**src/rtl/regfile_2r1w_pkg.sv**
```systemverilog
// regfile_2r1w_pkg: shared register-file widths, constants and init-FSM state encoding
package regfile_2r1w_pkg;
  localparam int RF_DATA_W = 32;
  localparam int RF_ADDR_W = 5;
  localparam int RF_REG_NUM = 32;
  typedef logic [RF_DATA_W-1:0] reg_bus_t;
  typedef logic [RF_ADDR_W-1:0] reg_addr_bus_t;
  localparam reg_bus_t ZERO_WORD = '0;
  localparam reg_addr_bus_t NOP_REG_ADDR = '0;
  localparam logic WRITE_ENABLE = 1'b1;
  localparam logic READ_ENABLE = 1'b1;
  typedef enum logic {RF_INIT = 1'b0, RF_RUN = 1'b1} rf_state_t;
endpackage

```
**src/rtl/regfile_2r1w_init_seq.sv**
```systemverilog
// rf_init_seq: post-reset sweep FSM (clk, rst in; clr_en, clr_addr, rf_ready out), clears entries 1..REG_NUM-1
module rf_init_seq
  import regfile_2r1w_pkg::*;
#(
  parameter int ADDR_W = RF_ADDR_W,
  parameter int REG_NUM = RF_REG_NUM
) (
  input  logic              clk,
  input  logic              rst,
  output logic              clr_en,
  output logic [ADDR_W-1:0] clr_addr,
  output logic              rf_ready
);
  rf_state_t state;
  logic [ADDR_W-1:0] cnt;
  always_ff @(posedge clk or posedge rst)
    if (rst) begin
      state <= RF_INIT;
      cnt <= ADDR_W'(1);
      rf_ready <= 1'b0;
    end else if (state == RF_INIT) begin
      if (cnt == ADDR_W'(REG_NUM - 1)) begin
        state <= RF_RUN;
        rf_ready <= 1'b1;
      end else cnt <= cnt + 1'b1;
    end
  assign clr_en = state == RF_INIT;
  assign clr_addr = cnt;
endmodule

```
**src/rtl/regfile_2r1w.sv**
```systemverilog
// regfile_2r1w: 2-read/1-write register file with bypass and post-reset clear sweep (we/waddr/wdata write; regN_read/regN_addr -> regN_data; rf_ready, wr_drop status)
module regfile_2r1w
  import regfile_2r1w_pkg::*;
#(
  parameter int DATA_W = RF_DATA_W,
  parameter int ADDR_W = RF_ADDR_W,
  parameter int REG_NUM = RF_REG_NUM
) (
  input  logic              clk,
  input  logic              rst,
  input  logic              we,
  input  logic [ADDR_W-1:0] waddr,
  input  logic [DATA_W-1:0] wdata,
  input  logic              reg0_read,
  input  logic [ADDR_W-1:0] reg0_addr,
  output logic [DATA_W-1:0] reg0_data,
  input  logic              reg1_read,
  input  logic [ADDR_W-1:0] reg1_addr,
  output logic [DATA_W-1:0] reg1_data,
  output logic              rf_ready,
  output logic              wr_drop
);
  logic [DATA_W-1:0] mem [REG_NUM];
  logic clr_en;
  logic [ADDR_W-1:0] clr_addr;
  logic wr_req;
  rf_init_seq #(.ADDR_W(ADDR_W), .REG_NUM(REG_NUM)) u_init (
    .clk(clk), .rst(rst), .clr_en(clr_en), .clr_addr(clr_addr), .rf_ready(rf_ready)
  );
  assign wr_req = we == WRITE_ENABLE && waddr != ADDR_W'(0);
  always_ff @(posedge clk)
    if (clr_en) mem[clr_addr] <= '0;
    else if (wr_req) mem[waddr] <= wdata;
  always_ff @(posedge clk or posedge rst)
    if (rst) wr_drop <= 1'b0;
    else wr_drop <= wr_req && clr_en;
  always_comb begin
    reg0_data = (rst || !rf_ready || reg0_read != READ_ENABLE || reg0_addr == ADDR_W'(0)) ? '0 :
                (wr_req && waddr == reg0_addr) ? wdata : mem[reg0_addr];
    reg1_data = (rst || !rf_ready || reg1_read != READ_ENABLE || reg1_addr == ADDR_W'(0)) ? '0 :
                (wr_req && waddr == reg1_addr) ? wdata : mem[reg1_addr];
  end
endmodule

```
**config.mk**
```make
export PLATFORM = sky130hd
export DESIGN_NAME = regfile_2r1w
export DESIGN_NICKNAME = d
export VERILOG_FILES = /design/src/rtl/regfile_2r1w_pkg.sv /design/src/rtl/regfile_2r1w_init_seq.sv /design/src/rtl/regfile_2r1w.sv
export SDC_FILE = /design/constraint.sdc
export NUM_CORES = 1
export LEC_CHECK = 0
export BUFFER_PORTS_ARGS = -buffer_cell sky130_fd_sc_hd__buf_2
export CAP_MARGIN = 0
export CELL_PAD_IN_SITES_DETAIL_PLACEMENT = 1
export CELL_PAD_IN_SITES_GLOBAL_PLACEMENT = 2
export CORE_UTILIZATION = 48
export DETAILED_ROUTE_END_ITERATION = 7
export GPL_TIMING_DRIVEN = 0
export PLACE_DENSITY = 0.81
export SLEW_MARGIN = 0
export SYNTH_ARGS = -nofsm -noshare
export SYNTH_HDL_FRONTEND = slang
export SYNTH_SLANG_ARGS = --single-unit
```
**constraint.sdc**
```tcl
create_clock -name clk -period 3.55 [get_ports clk]
set_clock_uncertainty 0.2 [all_clocks]
set_input_delay 0.5325 -clock clk [delete_from_list [all_inputs] [get_ports clk]]
set_output_delay 0.5325 -clock clk [all_outputs]
set_load 0.1 [all_outputs]
```
# ---- Word-level counts from Yosys, hierarchy flattened
# Memories as Yosys holds them, arrays and structs flattened.
# Cells that the tools add are included.
# Widths: inputs -> output; s select.
dict set report op_classes {
  n_reduce_logical 16
  bitwise 4
  eq_ne 3
  n_mux 13
  add_sub_neg 1
}
# op n
set op_table {}
lappend op_table {{$mux 32} 5}
lappend op_table {{$reduce_or 32->1} 1}
lappend op_table {{$eq 5x5->1} 2}
lappend op_table {{$logic_not 5->1} 2}
lappend op_table {{$mux 1} 7}
lappend op_table {{$add 5x1->5 const B} 1}
lappend op_table {{$eq 5x5->1 const B} 1}
lappend op_table {{$logic_or 1x1->1} 5}
lappend op_table {{$mux 5} 1}
lappend op_table {{$reduce_bool 5->1} 1}
lappend op_table {{$logic_and 1x1->1} 4}
lappend op_table {{$not 1->1} 4}
lappend op_table {{$reduce_and 2->1} 2}
lappend op_table {{$logic_not 1->1} 1}
dict set report totals {
  out_inout_bits 66
  reg_bits 8
  wordCells 42
  inputBits 52
  ram_bits 1024
  memories 1
}
# name depth width read_ports rd_ports_with_merged_regs wr line
set memory_table {}
lappend memory_table {mem 32 32 2 0 1 regfile_2r1w.sv:23} ;# logic [DATA_W-1:0] mem [REG_NUM];

# ---- Longest topological paths before layout
dict set report logic_depth {
  word_depth 7
  ltp_mapped 9
  mapped_depth_nobuf 6
}

# ---- Hierarchy
# Synthesis repeated with hierarchy kept, for this count alone.
dict set report hier_totals {
  cells_unflattened 2688
  area_unflattened_um2 48670.4
}
# mod seq_area_each_um2 cells_per_inst area_each_um2 instances
set by_module_without_submodules {}
lappend by_module_without_submodules {regfile_2r1w 30774.5 2666 48367.6 1}
lappend by_module_without_submodules {rf_init_seq 176.4 22 302.8 1}

# ---- Worst setup path before layout
# Ideal clock, no wire load.
dict set report synth_timing {
  kind {input to register}
  start {input port waddr[4]}
  end {memory mem[4][0] in the netlist's numbering (enable)}
  arrival_time_ns 3.409
  stages 6
  setup_ns 0.421
  required_time_ns 2.929
  path_slack_ns -0.480
  n_path_buf 1
  cell_sequence {buf_2 > or4_4 > o211a_1 > mux2i_1 > or2_2 > nor2_1}
}
dict set report synth_between {
  elab_chain_cells 7
  word_cells_on_any_way 8
  cone_classes {5 x mux; 3 x reduce/logical}
}
# element line
set synth_lines {}
lappend synth_lines {{from (decl)} regfile_2r1w.sv:12} ;# input logic [ADDR_W-1:0] waddr,
lappend synth_lines {{$reduce_bool 5->1} regfile_2r1w.sv:30} ;# assign wr_req = we == WRITE_ENABLE && waddr != ADDR_W'(0);
lappend synth_lines {{$logic_and 1x1->1} regfile_2r1w.sv:30}
lappend synth_lines {{$mux 1} regfile_2r1w.sv:33} ;# else if (wr_req) mem[waddr] <= wdata;
lappend synth_lines {{$mux 1} regfile_2r1w.sv:32} ;# if (clr_en) mem[clr_addr] <= '0;
lappend synth_lines {{$mux 1 (implied by the code)} regfile_2r1w.sv:33}
lappend synth_lines {{$reduce_or 32->1 (no source line)} --}
lappend synth_lines {{$mux 5 (no source line) or $mux 1 (tied branches)} --}
lappend synth_lines {{to (decl)} regfile_2r1w.sv:23}
# Parallel ways exist; a longest one is shown, timed or not.

# ---- Worst setup path after layout
dict set report layout_timing {
  start {input port reg0_addr[4]}
  end {output port reg0_data[13]}
}
dict set report layout_between {
  elab_chain_cells 4
  word_cells_on_any_way 7
  cone_classes {1 x eq/ne; 2 x mux; 3 x reduce/logical; 1 x memory}
}
# element line
set layout_lines {}
lappend layout_lines {{from (decl)} regfile_2r1w.sv:15} ;# input logic [ADDR_W-1:0] reg0_addr,
lappend layout_lines {{parallel branches: the longest is 3 deep, another holds $mem_v2 32x32} --}
lappend layout_lines {{$mux 32 (*)} regfile_2r1w.sv:38} ;# reg0_data = (rst || !rf_ready || reg0_read != READ_ENABLE || reg0_addr == ADDR_W'(0)) ? '0 :
lappend layout_lines {{to (decl)} regfile_2r1w.sv:16} ;# output logic [DATA_W-1:0] reg0_data,
# Every way passes the cells marked *.

==> out/metrics.csv <==
metric;value;unit
clk_latency;0.72;ns
ant_nets;0;
setup_viol;25;
synth_xor_area_share;0.232;%
drt-initial-drc-count;4323;
use_met3;7.93;%
dieHeight;322;um
drc;0;
maxSlewViolCount;0;
synth_top_family_by_area;multiplexers;
vdd_drop_max;0.000449;V
fin_tns_setup;-1.18;ns
cts_buffers;113;
yosysSeqAreaShare;63.0;%
initial_utilization;48.7;%
syn_to_final_growth;23.0;%
pwr-share-seq;47.3;%
synth_enable_flop_cells;1024;
cts_buffer_depth;3;
final_core_util;59.9;%
worst_setup_path_end_kind;output pin;
status;complete, but fails checks;
grt_util_met2;54.2;%
clockPowerShare;41.3;%
synthSimpleGateAreaFrac;1.61;%
relSlewSlack;4.71;%
placed_cell_area;0.0524;sq mm
num_rows;116;
critPathRequiredTime;2.82;ns
worst_pin_slew;1.43;ns
synth-adder-area-share;0.0510;%
synth_compound_area_share;9.68;%
min_path_type;in2async;
drt-wirelength-per-cell;40.4;um
synth_top_flop_cell;edfxtp_1;
grt_max_degree;33;
grt_overflow;0;
worstSetupPathType;in2out;
synth_area;0.0491;sq mm
hold_violations;0;
p_int;21.3;mW
syn_inst;2801;
grt_pass1_vias;34200;
p_sw_share;25.2;%
clkTransAtPathRegs;0.06;ns
violations;negative setup slack;
synth.distinct_cells;53;
synth_seq_cells;1032;
nNetsFinal;3143;
avgSynthCellArea;17.5;sq um
synthTopCellsByCount;edfxtp_1, mux2i_1, mux4_2, a221oi_1, clkbuf_1;
setup_ws;-0.107;ns
p_sw;7.18;mW
num_vias;32800;
critical_path_peak_fanout;10;
fin_crit;3.66;ns
vias_per_cell;7.21;
place_congestion;0.945;
dp_hpwl;125;mm
grt_first_pass_wirelength;256;mm
yosysMostFrequentCell;edfxtp_1;
met1_usage;48.2;%
io_buffers;108;
core;0.101;sq mm
rsz0062_at_grt;true;
routed_wl;184;mm
cap_violations;0;
synth_warnings;0;
clkSinkCount;1032;
ios;118;
die_w;322;um
syn-num-nets;2855;
htreeDepth;3;
antenna_found_initial;7;
combPwrFrac;11.4;%
synthTopCellsByArea;edfxtp_1, mux4_2, mux2i_1;
clock.fmax;273;MHz
totalPowerFinal;28.5;mW
cp-start-kind;primary input;
critPathArrivalTime;2.92;ns
fin_crit_sh;103;%
synth_largest_area_cell;edfxtp_1;
firstDrtPassIters;6;
busiest_layer;met2;
cts_tree;built;
cts_root_buf;clkbuf_16;
die_area;0.104;sq mm
track_usage;35.5;%
power_density;472;mW/mm^2
synth_mux_area_share;23.3;%
async_flop_share;0.775;%
synth_top_area_share;62.6;%
layout-drive-gt1-share;39.7;%
final_area;0.0604;sq mm
leakagePower;21.6;nW
[final timing paths]
path	depth (start not counted)	start	slack, ns	endpoint
min in group clk	5	we	0.19	wr_drop
hold / removal	3	rst	0.18	u_init.clr_addr[2]
setup reg to reg	4	u_init.state	0.15	mem[2][22]
hold reg to reg	1	u_init.clr_addr[2]	0.36	u_init.clr_addr[2]
setup / recovery	7	reg0_addr[4]	-0.11	reg0_data[13]
max in group asynchronous	3	rst	2.64	u_init.clr_addr[0]
[sequential cells by signal (all words and copies together) (netlist names)]
| register | cells |
|---|---|
| u_init.clr_addr | 5 |
| u_init.state | 1 |
| u_init.rf_ready | 1 |
| mem | 1024 |
| wr_drop | 1 |
[logic make-up after synthesis]
logic type | count (synthesis)
multiplexers | 740
AO/OA/AOI/OAI | 627
AND/OR/NAND/NOR | 147
adder cells (fa/ha/maj) | 2
buffers and inverters | 240
XOR/XNOR | 13
flip-flops | 1032
[power by group through the flow]
stage               clock [mW]  combinational (mW)  sequential (mW)
floorplan                    0                1.63             13.7
global placement             0                2.52             13.7
detailed placement           0                2.62             13.7
CTS                       11.7                3.03             13.5
global route              12.1                3.32             13.5
finish                    11.7                3.25             13.5
[critical path: stages]
cell and delay [ns]:
clkbuf_4 0.29, buf_2 0.60, buf_2 0.55, a211oi_2 0.12, a211oi_4 0.40, a211o_4 0.21, buf_12 0.18
[cells in the final DEF (no fill, tap or decap), types with 26 or more instances in the layout]
| cell type | instances |
|---|---|
| mux2i_1 | 400 |
| buf_12 | 58 |
| buf_8 | 39 |
| clkbuf_1 | 31 |
| clkinv_1 | 26 |
| mux4_2 | 320 |
| nor2b_1 | 34 |
| a21oi_1 | 51 |
| a211oi_4 | 31 |
| buf_6 | 71 |
| o22ai_1 | 33 |
| buf_4 | 61 |
| nor2_4 | 34 |
| a221oi_1 | 29 |
| o21bai_1 | 78 |
| edfxtp_1 | 1024 |
| a21boi_0 | 29 |
| buf_2 | 54 |
| a22oi_1 | 47 |
| clkbuf_2 | 33 |
| a21oi_2 | 28 |
| clkbuf_4 | 49 |
| a211oi_2 | 27 |
| a221oi_2 | 126 |
| and2_1 | 32 |
| clkbuf_16 | 125 |
[per-layer routing]
metal	up-vias	wire, um
li1	12600	-
met5	-	60
met1	17600	71100
met3	463	18700
met4	8	9830
met2	2143	84100
[timing repair]
item	in CTS	in global routing
gates cloned	4	0
hold buffers	1	0
setup buffers	19	8
gates resized for setup	840	240
pin swaps	28	37
endpoints found under the hold margin	8	0
setup endpoints to repair	64	64
[per-stage QoR]
| step | worst slack [ns] | hold slack (ns) | std cells |
|---|---|---|---|
| floorplan | -0.476 | 0.153 | 2801 |
| global placement | -2.98 | 0.289 | 4266 |
| detailed placement | -1.58 | 0.307 | 4298 |
| CTS | -0.0509 | 0.125 | 4532 |
| global route | -0.111 | 0.198 | 4541 |
| finish | -0.107 | 0.179 | 4545 |
[cell type report]
| cell class | instances | area [sq um] |
|---|---|---|
| inverters | 8 | 30.0 |
| clock buffers | 144 | 3070 |
| flip-flops and latches | 1032 | 31000 |
| plain buffers | 231 | 2200 |
| well taps | 1357 | 1700 |
| diodes | 4 | 10.0 |
| multi-input cells | 1529 | 19500 |
| repair buffers | 174 | 2330 |
| clock inverters | 66 | 542 |
| fillers | 8715 | 40400 |
Power figures use the tool's default switching activity.
